`src/rtl/timer_control_if.sv`:
```
// rtl/timer_control_if.sv - keypad, control and counter-chain signals of the microwave timer controller
interface timer_control_if;
  logic       key_valid;
  logic [3:0] key;
  logic       startn;
  logic       stopn;
  logic       door_closed;
  logic       zero;
  logic [3:0] data_min;
  logic [3:0] data_tens;
  logic [3:0] data_ones;
  logic       loadn;
  logic       en;
  logic       mag_on;
  logic       done;

  modport master (
    output key_valid, key, startn, stopn, door_closed, zero,
    input  data_min, data_tens, data_ones, loadn, en, mag_on, done
  );

  modport slave (
    input  key_valid, key, startn, stopn, door_closed, zero,
    output data_min, data_tens, data_ones, loadn, en, mag_on, done
  );
endinterface

```
`src/rtl/timer_control.sv`:
```
// rtl/timer_control.sv - keypad capture, count-tick prescaler and cook sequencer for the countdown chain
module timer_control #(
  parameter int TICK_DIV    = 100,
  parameter int DONE_CYCLES = 8
) (
  input  logic             clk,
  input  logic             clearn,
  timer_control_if.slave   bus
);
  localparam int PW = $clog2(TICK_DIV);
  localparam int DW = (DONE_CYCLES > 1) ? $clog2(DONE_CYCLES) : 1;
  localparam logic [PW-1:0] PRESC_LAST = PW'(TICK_DIV - 1);
  localparam logic [DW-1:0] DONE_LAST  = DW'(DONE_CYCLES - 1);

  typedef enum logic [2:0] {ST_IDLE, ST_LOAD, ST_RUN, ST_PAUSE, ST_DONE} state_t;

  state_t          state_q, state_d;
  logic [3:0]      min_q, min_d, tens_q, tens_d, ones_q, ones_d;
  logic [PW-1:0]   presc_q, presc_d;
  logic [DW-1:0]   done_cnt_q, done_cnt_d;
  logic            loadn_q, loadn_d, en_q, en_d, mag_on_q, mag_on_d, done_q, done_d;
  logic            key_ok, digits_nz;

  // A key shifts the ones digit into tens, so it is only legal while ones <= 5.
  assign key_ok    = bus.key_valid && (bus.key <= 4'd9) && (ones_q <= 4'd5);
  assign digits_nz = |{min_q, tens_q, ones_q};

  always_comb begin
    state_d    = state_q;
    min_d      = min_q;
    tens_d     = tens_q;
    ones_d     = ones_q;
    presc_d    = presc_q;
    done_cnt_d = done_cnt_q;
    en_d       = 1'b0;
    case (state_q)
      ST_IDLE: begin
        if (!bus.stopn) begin
          min_d  = 4'd0;
          tens_d = 4'd0;
          ones_d = 4'd0;
        end else begin
          if (key_ok) begin
            min_d  = tens_q;
            tens_d = ones_q;
            ones_d = bus.key;
          end
          if (!bus.startn && bus.door_closed && digits_nz) begin
            state_d = ST_LOAD;
          end
        end
      end
      ST_LOAD: begin
        presc_d = '0;
        state_d = ST_RUN;
      end
      ST_RUN: begin
        // zero seen while a tick is still being absorbed by the chain is not trusted yet
        if (!bus.stopn) begin
          state_d = ST_PAUSE;
        end else if (bus.zero && !en_q) begin
          state_d    = ST_DONE;
          done_cnt_d = '0;
        end else if (!bus.door_closed) begin
          state_d = ST_PAUSE;
        end else if (presc_q == PRESC_LAST) begin
          presc_d = '0;
          en_d    = 1'b1;
        end else begin
          presc_d = presc_q + PW'(1);
        end
      end
      ST_PAUSE: begin
        if (!bus.stopn) begin
          state_d = ST_IDLE;
          min_d   = 4'd0;
          tens_d  = 4'd0;
          ones_d  = 4'd0;
        end else if (!bus.startn && bus.door_closed) begin
          state_d = ST_RUN;
        end
      end
      ST_DONE: begin
        if (bus.key_valid || !bus.stopn || (done_cnt_q == DONE_LAST)) begin
          state_d = ST_IDLE;
          min_d   = 4'd0;
          tens_d  = 4'd0;
          ones_d  = 4'd0;
        end else begin
          done_cnt_d = done_cnt_q + DW'(1);
        end
      end
      default: state_d = ST_IDLE;
    endcase
    loadn_d  = (state_d != ST_LOAD);
    mag_on_d = (state_d == ST_RUN);
    done_d   = (state_d == ST_DONE);
  end

  always_ff @(posedge clk or negedge clearn) begin
    if (!clearn) begin
      state_q    <= ST_IDLE;
      min_q      <= 4'd0;
      tens_q     <= 4'd0;
      ones_q     <= 4'd0;
      presc_q    <= '0;
      done_cnt_q <= '0;
      loadn_q    <= 1'b1;
      en_q       <= 1'b0;
      mag_on_q   <= 1'b0;
      done_q     <= 1'b0;
    end else begin
      state_q    <= state_d;
      min_q      <= min_d;
      tens_q     <= tens_d;
      ones_q     <= ones_d;
      presc_q    <= presc_d;
      done_cnt_q <= done_cnt_d;
      loadn_q    <= loadn_d;
      en_q       <= en_d;
      mag_on_q   <= mag_on_d;
      done_q     <= done_d;
    end
  end

  assign bus.data_min  = min_q;
  assign bus.data_tens = tens_q;
  assign bus.data_ones = ones_q;
  assign bus.loadn     = loadn_q;
  assign bus.en        = en_q;
  assign bus.mag_on    = mag_on_q;
  assign bus.done      = done_q;
endmodule
```
`src/flat_wrapper.sv`:
```
// flat-port wrapper written by rule: the top's interface ports become plain ports
module timer_control_flat 
#(
  parameter int TICK_DIV    = 100,
  parameter int DONE_CYCLES = 8
)
  (clk, clearn, bus_key_valid, bus_key, bus_startn, bus_stopn, bus_door_closed, bus_zero, bus_data_min, bus_data_tens, bus_data_ones, bus_loadn, bus_en, bus_mag_on, bus_done);
  timer_control_if bus_i ();
  input  logic clk;
  input  logic clearn;
  input wire logic [$bits(bus_i.key_valid)-1:0] bus_key_valid;
  input wire logic [$bits(bus_i.key)-1:0] bus_key;
  input wire logic [$bits(bus_i.startn)-1:0] bus_startn;
  input wire logic [$bits(bus_i.stopn)-1:0] bus_stopn;
  input wire logic [$bits(bus_i.door_closed)-1:0] bus_door_closed;
  input wire logic [$bits(bus_i.zero)-1:0] bus_zero;
  output wire logic [$bits(bus_i.data_min)-1:0] bus_data_min;
  output wire logic [$bits(bus_i.data_tens)-1:0] bus_data_tens;
  output wire logic [$bits(bus_i.data_ones)-1:0] bus_data_ones;
  output wire logic [$bits(bus_i.loadn)-1:0] bus_loadn;
  output wire logic [$bits(bus_i.en)-1:0] bus_en;
  output wire logic [$bits(bus_i.mag_on)-1:0] bus_mag_on;
  output wire logic [$bits(bus_i.done)-1:0] bus_done;
  assign bus_i.key_valid = bus_key_valid;
  assign bus_i.key = bus_key;
  assign bus_i.startn = bus_startn;
  assign bus_i.stopn = bus_stopn;
  assign bus_i.door_closed = bus_door_closed;
  assign bus_i.zero = bus_zero;
  assign bus_data_min = bus_i.data_min;
  assign bus_data_tens = bus_i.data_tens;
  assign bus_data_ones = bus_i.data_ones;
  assign bus_loadn = bus_i.loadn;
  assign bus_en = bus_i.en;
  assign bus_mag_on = bus_i.mag_on;
  assign bus_done = bus_i.done;
  timer_control #(.TICK_DIV(TICK_DIV), .DONE_CYCLES(DONE_CYCLES)) u_core (.clk(clk), .clearn(clearn), .bus(bus_i));
endmodule
```
`config.mk`:
```
export PLATFORM = sky130hd
export DESIGN_NAME = timer_control_flat
export DESIGN_NICKNAME = d
export VERILOG_FILES = /design/src/rtl/timer_control_if.sv /design/src/rtl/timer_control.sv /design/src/flat_wrapper.sv
export SDC_FILE = /design/constraint.sdc
export NUM_CORES = 1
export LEC_CHECK = 0
export ABC_AREA = 1
export CORE_ASPECT_RATIO = 2
export CORE_MARGIN = 1
export CORE_UTILIZATION = 52
export DETAILED_ROUTE_END_ITERATION = 10
export PLACE_DENSITY = 0.78
export SYNTH_ARGS = -nofsm -noshare
export SYNTH_HDL_FRONTEND = slang
export SYNTH_SLANG_ARGS = --single-unit
export TNS_END_PERCENT = 100
```
`constraint.sdc`:
```
create_clock -name clk -period 1.6 [get_ports clk]
set_input_delay 0.16 -clock clk [delete_from_list [all_inputs] [get_ports clk]]
set_output_delay 0.16 -clock clk [all_outputs]
set_load 0.02 [all_outputs]
```
==> Word-level counts from Yosys, hierarchy flattened <==
Cells that the tools add are included.
{ "totals": {"n_memories": 0, "latch_bits": 0, "ff_bits": 29, "ram_bits": 0, "romBits": 0} }
{ "op_classes": {"bitwise_logic": 0, "reduce_logical": 18, "n_eq_ne": 17, "div_mod_pow": 0, "addsub": 2, "mux": 34, "shift": 0, "multipliers": 0, "order_cmp": 2} }
{ "ops": {"columns": ["operator", "count"], "rows": [
  ["$pmux W4 S3", 3],
  ["$mux W3", 11],
  ["$mux W4", 8],
  ["$mux W7", 4],
  ["$pmux W3 S5", 1],
  ["$pmux W7 S2", 1],
  ["$reduce_and A4 Y1", 3],
  ["$reduce_or A12 Y1", 1],
  ["$ne A2 B2 Y1 const B", 5],
  ["$eq A3 B2 Y1 const B", 3],
  ["$eq A3 B3 Y1 const B", 3],
  ["$add A7 B1 Y7 const B", 1],
  ["$eq A7 B7 Y1 const B", 1],
  ["$pmux W3 S2", 1],
  ["$logic_and A1 B1 Y1", 5],
  ["$mux W1", 5],
  ["$le A4 B3 Y1 const B", 1],
  ["$le A4 B4 Y1 const B", 1],
  ["$ne A2 B1 Y1 const B", 2],
  ["$reduce_bool A2 Y1", 2],
  ["$add A3 B1 Y3 const B", 1],
  ["$eq A3 B1 Y1 const B", 1],
  ["$logic_not A1 Y1", 3],
  ["$logic_not A3 Y1", 1],
  ["4 further kinds", 5]
]} }

==> Depth between registers and ports, before layout <==
{ "depth": {"depth_word": 7, "ltp_mapped": 10, "mapped_depth_nobuf": 9} }

==> Least setup slack after synthesis <==
OpenSTA, ideal clock, no wires.
{ "synth_timing": {"kind": "flip-flop to flip-flop", "from": "register u_core.done_cnt_q[0]", "to": "register u_core.ones_q[2], in the netlist u_core.bus.data_ones[2]", "path_stages_with_launch": 10, "setup_ns": 0.117, "n_path_buf": 1, "arrival_time_ns": 1.327, "setup_slack_ns": 0.156, "cell_sequence": "dfrtp_1 ha_1 ha_1 nor2_1 nand2_4 nand2_2 nor2_2 buf_6 nand3_1 nand2_1"} }
{ "synth_via": {"elab_chain_cells": 4} }
{ "synth_lines": {"columns": ["element", "line", "rtl"], "rows": [
  ["start: declaration", "timer_control.sv:20", "logic [DW-1:0] done_cnt_q, done_cnt_d;"],
  ["start signal: assignment", "timer_control.sv:118", "done_cnt_q <= done_cnt_d;"],
  ["$eq A3 B3 Y1", "timer_control.sv:84", "if (bus.key_valid || !bus.stopn || (done_cnt_q == DONE_LAST)) begin"],
  ["$logic_or A1 B1 Y1", "timer_control.sv:84", null],
  ["$ne A2 B1 Y1 (no source line)", null, null],
  ["$reduce_and A4 Y1 (no source line)", null, null],
  ["end signal: assignment", "timer_control.sv:116", "ones_q <= ones_d;"],
  ["end: declaration", "timer_control.sv:18", "logic [3:0] min_q, min_d, tens_q, tens_d, ones_q, ones_d;"]
]} }
Every way passes these cells.
A chain may end at the register's enable or synchronous reset.

==> Worst setup path in the final report <==
{ "layout_timing": {"from": "register u_core.loadn_q, in the netlist u_core.bus.loadn", "to": "output bus_loadn"} }
{ "layout_lines": {"columns": ["element", "line", "rtl"], "rows": [
  ["start: declaration", "timer_control.sv:21", "logic loadn_q, loadn_d, en_q, en_d, mag_on_q, mag_on_d, done_q, done_d;"],
  ["start signal: assignment", "timer_control.sv:119", "loadn_q <= loadn_d;"],
  ["end: declaration", "flat_wrapper.sv:20", "output wire logic [$bits(bus_i.loadn)-1:0] bus_loadn;"]
]} }
No word-level cell between the ends.

==> flow_summary_export.csv <==
group,metric,value,unit
clock_tree,h-tree-depth,2,
grt,grt.overflow.total,0,
final_layout,antennaDiodeCount,0,
placement,place_congestion,0.814,
sta,period_minus_slack,1.54,ns
setup_path,path_cells,"clkdlybuf4s50_1",
routing,vias,1513,
floorplanning,rows,28,
clock_tree,cts_tree,"done",
synthesis,syn_area_per_cell,7.12,um^2
floorplanning,fp.dieArea,3350,um^2
routing,vias_per_cell,5.11,
sta,period_share,0.965,
sta,worstMarginPinSlew,0.373,ns
routing,routed_wl,3620,um
grt,track_usage,0.234,
final_layout,drive_gt1_frac,0.124,
synthesis,ys_ff_latch,29,
final_layout,fillCellCount,249,
clock_tree,cts_num_sinks,29,
grt,grt_pass1_wl,5870,um
setup_path,worst_ep_required_time,1.44,ns
clock_tree,clockBufferDepth,2,
setup_path,critical_path.top_delay_family,"buffers and inverters",
placement,dp_hpwl,2670,um
setup_path,crit_fanout,1,
run,maxCapViolCount,0,
synthesis,yosysWarnings,0,
routing,drtAntennaViolNets,0,
grt,antenna_found_initial,0,
routing,drc,0,
outcome,status,"completed",
sta,clock_skew,0.00576,ns
sta,slew_violations,0,
final_layout,num-nets-final,279,
synthesis,syn_area,1620,um^2
setup_path,cp_slowest_stage_delay,0.59,ns
sta,fin_setup_tns,0,ns
clock_tree,clkTransAtPathRegs,0.07,ns
synthesis,syn-num-nets,241,
setup_path,cp.arrival,1.38,ns
clock_tree,cts-buffers-inserted,5,
setup_path,critical_path_buf_inv_count,1,
sta,rsz0062_at_grt,"no",
routing,routedWlPerCell,12.2,um
final_layout,area_delta_synth_final,31.3,%
setup_path,critPathLaunchType,"flop",
synthesis,syn_inst,227,
placement,io_buffers,26,
setup_path,endpoint_kind,"primary output",
sta,setup_violations,0,
clock_tree,clk_latency,0.29,ns
synthesis,ys_seq_area_frac,0.450,
clock_tree,ctsHoldBuffers,0,
clock_tree,cts_setup_buffers,0,
power_and_ir_drop,leakage,1.12,nW
setup_path,path_class,"flop to primary output",
power_and_ir_drop,power_density,1690,nW/um^2
grt,grt_max_degree,30,
setup_path,cpMaxStageDelayCell,"clkdlybuf4s50_1",
floorplanning,start_util,0.549,
floorplanning,fp.dieH,80.9,um
floorplanning,die_w,41.4,um
min_path,hp-class,"primary input to asynchronous set/reset pin",
clock_tree,cts_root_buffer,"clkbuf_8",
grt,grt_pass1_vias,1446,
power_and_ir_drop,peakVddDrop,0.00136,V
final_layout,post-route-util,0.722,
floorplanning,io_pins,27,
sta,slew_headroom,0.751,
routing,first_pass_iters,4,
synthesis,synth_cell_type_count,22,
routing,drt_iter0_markers,25,
floorplanning,coreArea,2940,um^2
sta,fmax,648,MHz
sta,hold_viol,0,
## registers in the layout, summed over array words and instances, names as in the netlist
register              count
u_core.bus.data_min       4
u_core.bus.data_ones      4
u_core.bus.loadn          1
u_core.state_q            3
u_core.bus.en             1
u_core.presc_q            7
u_core.bus.done           1
u_core.bus.mag_on         1
u_core.done_cnt_q         3
u_core.bus.data_tens      4
## cell type report
type	instances	area (um^2)	area share
Clock inverter	3	65.1	0.0306
Sequential cell	29	727	0.342
Inverter	34	128	0.0601
Timing Repair Buffer	35	332	0.156
Clock buffer	5	68.8	0.0324
Tap cell	30	37.5	0.0177
Multi-Input combinational cell	160	766	0.361
## kinds of logic (layout without fill, tap and decap cells)
family                     count (synthesis)  in the layout  share of synthesized area
AOI/OAI and AO/OA                         11             11                     0.0410
xor gates and xnor gates                   2              2                     0.0108
adders and majority gates                  3              3                     0.0232
buffers and inverters                     38             77                     0.0983
DFF                                       29             29                      0.450
and+or+nand+nor                          144            144                      0.377
## report_power, final
part	switching, mW	total, mW	internal [mW]
registers	0.178	1.11	0.930
clock network	0.298	0.917	0.618
logic	0.931	1.57	0.640
total	1.41	3.59	2.19
## worst paths after layout
| kind | startpoint | end | slack [ns] | cells past startpoint |
|---|---|---|---|---|
| setup / recovery | u_core.bus.loadn$_DFF_PN1_ | bus_loadn | 0.06 | 1 |
| hold / removal | clearn | u_core.bus.data_ones[2]$_DFFE_PN0P_ | 0.26 | 2 |
| setup reg to reg | u_core.done_cnt_q[1]$_DFFE_PN0P_ | u_core.bus.data_tens[1]$_DFFE_PN0P_ | 0.09 | 10 |
| hold reg to reg | u_core.bus.data_min[3]$_DFFE_PN0P_ | u_core.bus.data_min[3]$_DFFE_PN0P_ | 0.49 | 2 |
| max in group asynchronous | clearn | u_core.bus.loadn$_DFF_PN1_ | 1.02 | 2 |
| min in group clk | u_core.bus.data_min[3]$_DFFE_PN0P_ | u_core.bus.data_min[3]$_DFFE_PN0P_ | 0.49 | 2 |
## Yosys cell counts, drive strengths merged
master   n  area (um^2)
nand3   29          145
dfrtp   28          701
nor2    39          154
inv     34          128
xor2     2         17.5
nand3b   1         7.51
dfstp    1         26.3
o21ai    9         56.3
nor3b    1         7.51
a21oi    2         10.0
nor3     2         10.0
and2     1         6.26
ha       3         37.5
nand2   71          279
buf      4         31.3
## per-layer routing
layer	share of wire	vias up	track usage
li1	-	772	-
met1	0.35	701	0.197
met2	0.60	33	0.478
met3	0.028	7	0.0511
met4	0.019	0	0.123
met5	0	-	0
## metrics by stage
stage / power (mW) / setup WS, ns / cells / area (um^2) / hold slack (ns)
after floorplan: 2.07 / 0.156 / 227 / 1620 / -0.136
after global routing: 3.85 / 0.00352 / 296 / 2120 / 0.284
after detailed placement: 2.60 / -0.00959 / 287 / 1940 / 0.481
after CTS: 3.52 / 0.0373 / 295 / 2080 / 0.275
after global placement: 2.57 / 0.0361 / 287 / 1940 / 0.479
final: 3.59 / 0.0561 / 296 / 2120 / 0.263
## layout by cell type, fill, tap and decap left out, drive strengths merged
cell / instances
clkinv: 1
a21oi: 2
nand2: 71
inv: 34
xor2: 2
nor2: 39
dfstp: 1
buf: 9
and2: 1
nand3: 29
clkdlybuf4s50: 26
clkbuf: 5
ha: 3
nor3: 2
bufinv: 2
dfrtp: 28
nor3b: 1
o21ai: 9
nand3b: 1
## timing repair
action / CTS / global route
hold endpoints to repair: 0 / 0
endpoints found under the setup margin: 0 / 15
gates resized for setup: 0 / 11
Power figures use the tool's default switching activity.
